**src/rtl/mem_bus_arbiter_pkg.sv**
```systemverilog
// Shared constants and types for the two-master memory bus arbiter.
package mem_bus_arbiter_pkg;

    // All-zero word decodes as an illegal instruction, so a timed-out fetch traps.
    localparam logic [31:0] ILLEGAL_INSTRUCTION = 32'h0000_0000;

    // Master indices as stored in last_grant.
    localparam logic M0_IDX = 1'b0;
    localparam logic M1_IDX = 1'b1;

    typedef enum logic [1:0] {
        IDLE   = 2'd0,
        GRANT0 = 2'd1,
        GRANT1 = 2'd2
    } arb_state_e;

endpackage : mem_bus_arbiter_pkg

```
**src/rtl/mem_bus_arbiter_bus_timeout_ctr.sv**
```systemverilog
// Grant-duration counter: flags the last cycle a grant may run without s_ready.
module bus_timeout_ctr #(
    parameter int unsigned TIMEOUT_CYCLES = 1024
) (
    input  logic clk,
    input  logic reset_n,
    input  logic clear,
    input  logic enable,
    output logic expired
);

    localparam int unsigned CW = $clog2(TIMEOUT_CYCLES);
    localparam logic [CW-1:0] LAST = CW'(TIMEOUT_CYCLES - 1);

    logic [CW-1:0] count;

    // Count grant cycles; clear has priority so the count never reaches a wrap.
    always_ff @(posedge clk) begin
        if (!reset_n) begin
            count <= '0;
        end else if (clear) begin
            count <= '0;
        end else if (enable) begin
            count <= count + CW'(1);
        end
    end

    // Expiry is only meaningful while a grant is running.
    always_comb begin
        expired = enable && (count == LAST);
    end

endmodule : bus_timeout_ctr

```
**src/rtl/mem_bus_arbiter.sv**
```systemverilog
// Two-master round-robin arbiter in front of the CPU memory decoder.
// One picorv32-style transaction at a time; grant held until s_ready or timeout.
module mem_bus_arbiter
    import mem_bus_arbiter_pkg::*;
#(
    parameter int unsigned TIMEOUT_CYCLES = 1024,
    parameter logic [31:0] ERR_RDATA      = ILLEGAL_INSTRUCTION
) (
    input  logic        clk,
    input  logic        reset_n,
    input  logic        m0_valid,
    input  logic        m0_instr,
    input  logic [31:0] m0_addr,
    input  logic [31:0] m0_wdata,
    input  logic [3:0]  m0_wstrb,
    output logic        m0_ready,
    output logic [31:0] m0_rdata,
    input  logic        m1_valid,
    input  logic [31:0] m1_addr,
    input  logic [31:0] m1_wdata,
    input  logic [3:0]  m1_wstrb,
    output logic        m1_ready,
    output logic [31:0] m1_rdata,
    output logic        s_valid,
    output logic        s_instr,
    output logic [31:0] s_addr,
    output logic [31:0] s_wdata,
    output logic [3:0]  s_wstrb,
    input  logic        s_ready,
    input  logic [31:0] s_rdata,
    output logic [1:0]  grant,
    output logic        timeout_err
);

    arb_state_e state, state_next;
    logic       last_grant, last_grant_next;
    logic       in_grant, cur_valid, abort, done_ok, done_to;
    logic       ctr_clear, expired;
    logic [31:0] done_rdata;

    bus_timeout_ctr #(
        .TIMEOUT_CYCLES(TIMEOUT_CYCLES)
    ) u_timeout (
        .clk    (clk),
        .reset_n(reset_n),
        .clear  (ctr_clear),
        .enable (in_grant),
        .expired(expired)
    );

    // State and round-robin history registers.
    always_ff @(posedge clk) begin
        if (!reset_n) begin
            state      <= IDLE;
            last_grant <= M1_IDX;
        end else begin
            state      <= state_next;
            last_grant <= last_grant_next;
        end
    end

    // Completion decode for the owning master; a dropped valid aborts silently.
    always_comb begin
        in_grant   = (state != IDLE);
        cur_valid  = (state == GRANT1) ? m1_valid : m0_valid;
        abort      = in_grant && !cur_valid;
        done_ok    = in_grant && cur_valid && s_ready;
        done_to    = in_grant && cur_valid && !s_ready && expired;
        ctr_clear  = !in_grant || done_ok || done_to || abort;
        done_rdata = done_ok ? s_rdata : (done_to ? ERR_RDATA : '0);
    end

    // Next-state and arbitration: ties go to the master not granted last.
    always_comb begin
        state_next      = state;
        last_grant_next = last_grant;
        case (state)
            IDLE: begin
                if (m0_valid && m1_valid) begin
                    state_next = (last_grant == M0_IDX) ? GRANT1 : GRANT0;
                end else if (m0_valid) begin
                    state_next = GRANT0;
                end else if (m1_valid) begin
                    state_next = GRANT1;
                end
            end
            GRANT0: begin
                if (done_ok || done_to) begin
                    state_next      = IDLE;
                    last_grant_next = M0_IDX;
                end else if (abort) begin
                    state_next = IDLE;
                end
            end
            GRANT1: begin
                if (done_ok || done_to) begin
                    state_next      = IDLE;
                    last_grant_next = M1_IDX;
                end else if (abort) begin
                    state_next = IDLE;
                end
            end
            default: state_next = IDLE;
        endcase
    end

    // Downstream mux and master responses, all zero outside a grant.
    always_comb begin
        s_valid     = 1'b0;
        s_instr     = 1'b0;
        s_addr      = '0;
        s_wdata     = '0;
        s_wstrb     = '0;
        grant       = 2'b00;
        m0_ready    = 1'b0;
        m0_rdata    = '0;
        m1_ready    = 1'b0;
        m1_rdata    = '0;
        timeout_err = 1'b0;
        case (state)
            GRANT0: begin
                s_valid     = 1'b1;
                s_instr     = m0_instr;
                s_addr      = m0_addr;
                s_wdata     = m0_wdata;
                s_wstrb     = m0_wstrb;
                grant       = 2'b01;
                m0_ready    = done_ok || done_to;
                m0_rdata    = done_rdata;
                timeout_err = done_to;
            end
            GRANT1: begin
                s_valid     = 1'b1;
                s_addr      = m1_addr;
                s_wdata     = m1_wdata;
                s_wstrb     = m1_wstrb;
                grant       = 2'b10;
                m1_ready    = done_ok || done_to;
                m1_rdata    = done_rdata;
                timeout_err = done_to;
            end
            default: ;
        endcase
    end

endmodule : mem_bus_arbiter

```
**config.mk**
```make
export PLATFORM = sky130hd
export DESIGN_NAME = mem_bus_arbiter
export DESIGN_NICKNAME = d
export VERILOG_FILES = /design/src/rtl/mem_bus_arbiter_pkg.sv /design/src/rtl/mem_bus_arbiter_bus_timeout_ctr.sv /design/src/rtl/mem_bus_arbiter.sv
export SDC_FILE = /design/constraint.sdc
export NUM_CORES = 1
export LEC_CHECK = 0
export BUFFER_PORTS_ARGS = -buffer_cell sky130_fd_sc_hd__buf_4
export CORE_AREA = 4 4 121 123
export DETAILED_ROUTE_END_ITERATION = 6
export DIE_AREA = 0 0 125 127
export PLACE_DENSITY = 0.55
export REMOVE_ABC_BUFFERS = 1
export SLEW_MARGIN = 20
export SYNTH_ARGS = -nofsm -noshare
export SYNTH_HDL_FRONTEND = slang
export SYNTH_SLANG_ARGS = --single-unit
```
**constraint.sdc**
```tcl
create_clock -name clk -period 2.5 [get_ports clk]
set_input_delay 0.5 -clock clk [delete_from_list [all_inputs] [get_ports clk]]
set_output_delay 0.5 -clock clk [all_outputs]
set_load 0.02 [all_outputs]
```
# Yosys cells after proc, flatten, opt, wreduce, memory -nomap -nowiden
# Cells that the tools add are included.
# word_totals
regBits,13
inputBits,174
out_inout_bits,139
word_cells,56
# classes
n_addsub,1
eq_ne,7
mux,23
n_bitwise,1
reduce_logical,21
# ops
cell,count
$pmux 32 s2,2
$mux 32,3
$mux 2,6
$add 10x1->10 const B,1
$eq 10x10->1 const B,1
$mux 1,8
$pmux 2 s2,2
$pmux 4 s2,1
$logic_and 1x1->1,7
$logic_or 1x1->1,4
$ne 4x4->1 const B,1
$reduce_bool 2->1,2
$reduce_or 2->1,2
$logic_not 1->1,3
$ne 3x1->1 const B,1
$reduce_and 3->1,1
$eq 2x1->1 const B,1
$eq 2x2->1 const B,1
$logic_not 2->1,1
$ne 2x1->1 const B,1
$ne 2x2->1 const B,1
$pmux 1 s2,1
$reduce_and 2->1,1
$not 1->1,1

# Longest topological paths before layout
# logic_depth
depth_word,8
depth_mapped,8
depth_no_buf,6

# Modules after synthesis
# Synthesis repeated with hierarchy kept, for this count alone.
# unflattened
cells_unflattened,321
hier_area_um2,2277.2
# modules_own_cells
module,n_inst,cells_each,area_each_um2,seq_area_each_um2
mem_bus_arbiter,1,269,1814.2,60.1
bus_timeout_ctr,1,52,462.9,200.2

# Least setup slack after synthesis
# OpenSTA, ideal clock, no wires.
# synth_path
path_kind,reg-to-output
start,reg state[0]
end,out timeout_err
arrival_ns,1.820
required_ns,2.000
setup_slack_ns,0.180
path_stages_with_launch,6
path_buffers,0
path_cell_list,dfxtp_1 > inv_1 > ha_1 > inv_2 > nor3_1 > nor3b_1
# synth_via
elab_chain_cells,6
word_cells_on_any_way,10
# synth_lines
item,line_no,source
"start, declared",mem_bus_arbiter.sv:35,"arb_state_e state, state_next;"
"start signal, assigned",mem_bus_arbiter.sv:57,state <= state_next;
$eq 2x2->1,"mem_bus_arbiter.sv:65, mem_bus_arbiter.sv:120",
$mux 1,mem_bus_arbiter.sv:65,cur_valid = (state == GRANT1) ? m1_valid : m0_valid;
$logic_and 1x1->1 (3 in series),mem_bus_arbiter.sv:68,done_to = in_grant && cur_valid && !s_ready && expired;
$mux 1 (*),mem_bus_arbiter.sv:120,case (state)
"end, declared",mem_bus_arbiter.sv:32,output logic timeout_err
# Every way passes the cells marked *; elsewhere a longest branch is shown, timed or not.

# Worst setup path after layout
# layout_path
start,reg state[1]
end,out timeout_err
# The elaborated chain is that of the path after synthesis.

==> run_results.csv <==
group,metric,value,unit
run_status,status,"complete, no violations",
logic_synthesis,netlist_area,2090,µm²
route,wl_met3,787,µm
power_and_ir_drop,ir_drop,0.376,mV
power_and_ir_drop,power_frac_clock,10.2,%
layout,antenna-diode-count,0,
worst_setup_path,crit_type,"register to output pin",
global_routing,grt_pass1_vias,3436,
die,pin_count,313,
power_and_ir_drop,p_comb_share,81.2,%
clocking,cts_sinks,13,
clocking,clk-insertion-delay-late,240,ps
route,avgViaCountPerCell,4.46,
die,die_area,15900,µm²
timing,tightestPinTransition,346,ps
logic_synthesis,synth_area_per_cell,6.65,µm²
power_and_ir_drop,sequentialPowerShare,8.6,%
logic_synthesis,yosys_warnings,0,
logic_synthesis,synth_fa_ha_area_share,3.60,%
timing,fin_worst_skew,4.60,ps
route,top_layer,"met4",
power_and_ir_drop,switching_share,52.0,%
placed_design,dp_hpwl,11.0,mm
route,drt_first_pass_iters,6,
logic_synthesis,ys.flop_type,"dfxtp_1",
route,antenna_left,0,
timing,maxSlewHeadroom,77.0,%
timing,fmax,415,MHz
route,wl_per_cell,17.0,µm
route,drc,0,
min_path,min_path_type,"input pin to register",
die,core.rowCount,43,
logic_synthesis,synth_top_family_by_area,"simple AND/OR/NAND/NOR gates",
timing,hold_viol,0,
logic_synthesis,ys_async_sr_fraction,0,%
die,core,13700,µm²
logic_synthesis,synth_compound_area_share,28.6,%
worst_setup_path,critical_path_required,2000,ps
layout,area_growth_syn_to_layout,128,%
layout,n_fill_cell,1493,
clocking,tritoncts,"yes",
clocking,path_clk_slew,40,ps
worst_setup_path,arrival,1910,ps
timing,worst_slack,90.9,ps
route,drt-met1-wl,5.31,mm
logic_synthesis,synthMuxAreaShare,1.14,%
global_routing,grt_usage,14.5,%
power_and_ir_drop,leakagePower,2.32,nW
clocking,cts_root_buffer,"clkbuf_16",
global_routing,grt_pass1_wl,18.9,mm
power_and_ir_drop,power.density,614,nW/µm²
placed_design,gp_congestion,0.877,
logic_synthesis,synth-seq-cells,13,
die,die_y,127,µm
global_routing,antenna_found_initial,0,
power_and_ir_drop,intPower,0.00140,W
logic_synthesis,netlist-cell-type-count,40,
clocking,numCtsBuffers,3,
worst_setup_path,endpoint_kind,"output pin",
placed_design,place_ws,257,ps
die,die_w,125,µm
clocking,post_cts_buffers,0,
worst_setup_path,critPathLaunchType,"register",
route,drtIter0Drc,216,
layout,finalNonFillerCells,791,
logic_synthesis,netlist_instances,314,
layout,final_cell_area,4750,µm²
placed_design,io_buffers,312,
global_routing,grt_start_max_net_pins,72,
clocking,cts_buffer_depth,2,
power_and_ir_drop,switching_power,0.00152,W
logic_synthesis,synth_top_cell_area_share,24.5,%
die,start_util,15.3,%
timing,period_share,96.4,%
global_routing,grt_overflow_total,0,
logic_synthesis,synthSimpleGateAreaFrac,42.9,%
logic_synthesis,synthXorXnorAreaFrac,3.78,%
placed_design,place_inst,784,
timing,rsz0062_at_grt,"no",
layout,drive_above_1_share,55.5,%
route,wl_met2,7.09,mm
route,vias,3531,
clocking,htreeDepth,1,
timing,slew_viol_final,0,
logic_synthesis,yosysTopAreaCell,"a22oi_1",
logic_synthesis,synth_edf_count,0,
flow_run,cap_violations,0,
placed_design,placed_area,4610,µm²
worst_setup_path,worstPathMaxFanout,5,
route,totalWireLength,13.5,mm
timing,finalCriticalPeriod,2410,ps
logic_synthesis,synthTopCellsByArea,"a22oi_1, and2_1, nor2_1, dfxtp_1, clkbuf_1",
layout,nets,792,
logic_synthesis,seq_area_frac_synth,12.5,%
timing,setup_viol,0,
cell usage after synthesis, drive strengths merged, types with 2 or more instances:
cell	instances
nor3	3
and3b	2
and3	2
xnor2	4
and2	65
inv	4
clkbuf	22
nand2	5
nor3b	3
dfxtp	13
nand4	3
nand3	3
nor2b	2
ha	6
a22oi	68
a32oi	2
xor2	5
buf	8
nor2	81
mux2i	2
critical path, stage by stage (launching register included):
cell and delay (ps):
dfxtp_1 420, inv_1 120, ha_1 380, inv_2 90, nor3_2 240, nor3b_1 240
buf_4 180
power groups by stage:
| stage | sequential, W | clock, W | combinational (W) |
|---|---|---|---|
| global placement | 0.000251 | 0 | 0.00233 |
| finish | 0.000251 | 0.000298 | 0.00237 |
| floorplan | 0.000248 | 0 | 0.00124 |
| CTS | 0.000248 | 0.000305 | 0.00236 |
| detailed placement | 0.000252 | 0 | 0.00234 |
| global route | 0.000254 | 0.000318 | 0.00256 |
stage by stage:
stage / TNS, ps / utilization (%) / total power (W) / hold WS, ps
global placement: 0 / 33.8 / 0.00258 / 502
finish: 0 / 34.8 / 0.00292 / 508
floorplan: -82460 / - / 0.00149 / 477
CTS: 0 / 34.4 / 0.00291 / 502
global route: 0 / 34.8 / 0.00313 / 528
detailed placement: 0 / 33.8 / 0.00259 / 495
cells in the final DEF (no fill, tap or decap), types with 2 or more instances in the layout:
cell type and n:
a22oi_1 68, a32oi_1 2, and2_1 65, and3_4 3, and3b_1 2, buf_12 3, buf_4 317, clkbuf_16 3
dfxtp_1 13, ha_1 4, inv_1 2, inv_2 2, nand2_1 5, nand3_1 2, nand4_1 3, nor2_1 80
nor2b_1 2, nor3_1 2, nor3b_1 2, xnor2_1 4, xor2_1 5
cell type report:
cell class	count	area, µm²	share of cell area, %
Sequential cell	13	260	5.48
Timing Repair Buffer	320	2440	51.3
Multi-Input combinational cell	270	1730	36.5
Inverter	4	15.0	0.316
Tap cell	180	225	4.74
Clock buffer	3	75.1	1.58
Clock inverter	1	5.00	0.105
state kept, by name, summed over array words and instances (netlist names):
name	flops
u_timeout.count	10
state	2
last_grant	1
routing by layer:
layer	vias up	global-route usage, %
met5	-	0
met4	0	3.06
met3	22	2.72
met2	150	27.2
met1	1663	17.3
li1	1696	-
worst paths after layout:
path	cells after the start	to	from	slack, ps
max	6	timeout_err	state[1]	90
min	2	last_grant	reset_n	510
max reg2reg	7	u_timeout.count[9]	state[1]	630
min reg2reg	2	last_grant	last_grant	510
cells by family (layout without fill, tap and decap cells):
logic type	Yosys count	after routing
XOR/XNOR	9	9
buffers and inverters	34	328
AO/OA/AOI/OAI	77	77
AND/OR/NAND/NOR	173	176
adder cells (fa/ha/maj)	6	6
flip-flops	13	13
multiplexers	2	2
repair_timing:
item | in CTS | in global routing
resized for setup | 1 | 6
endpoints found under the setup margin | 2 | 65
pin swaps | 0 | 2
cloned | 0 | 3
hold buffers | 0 | 0
(Power assumes the default switching activity.)
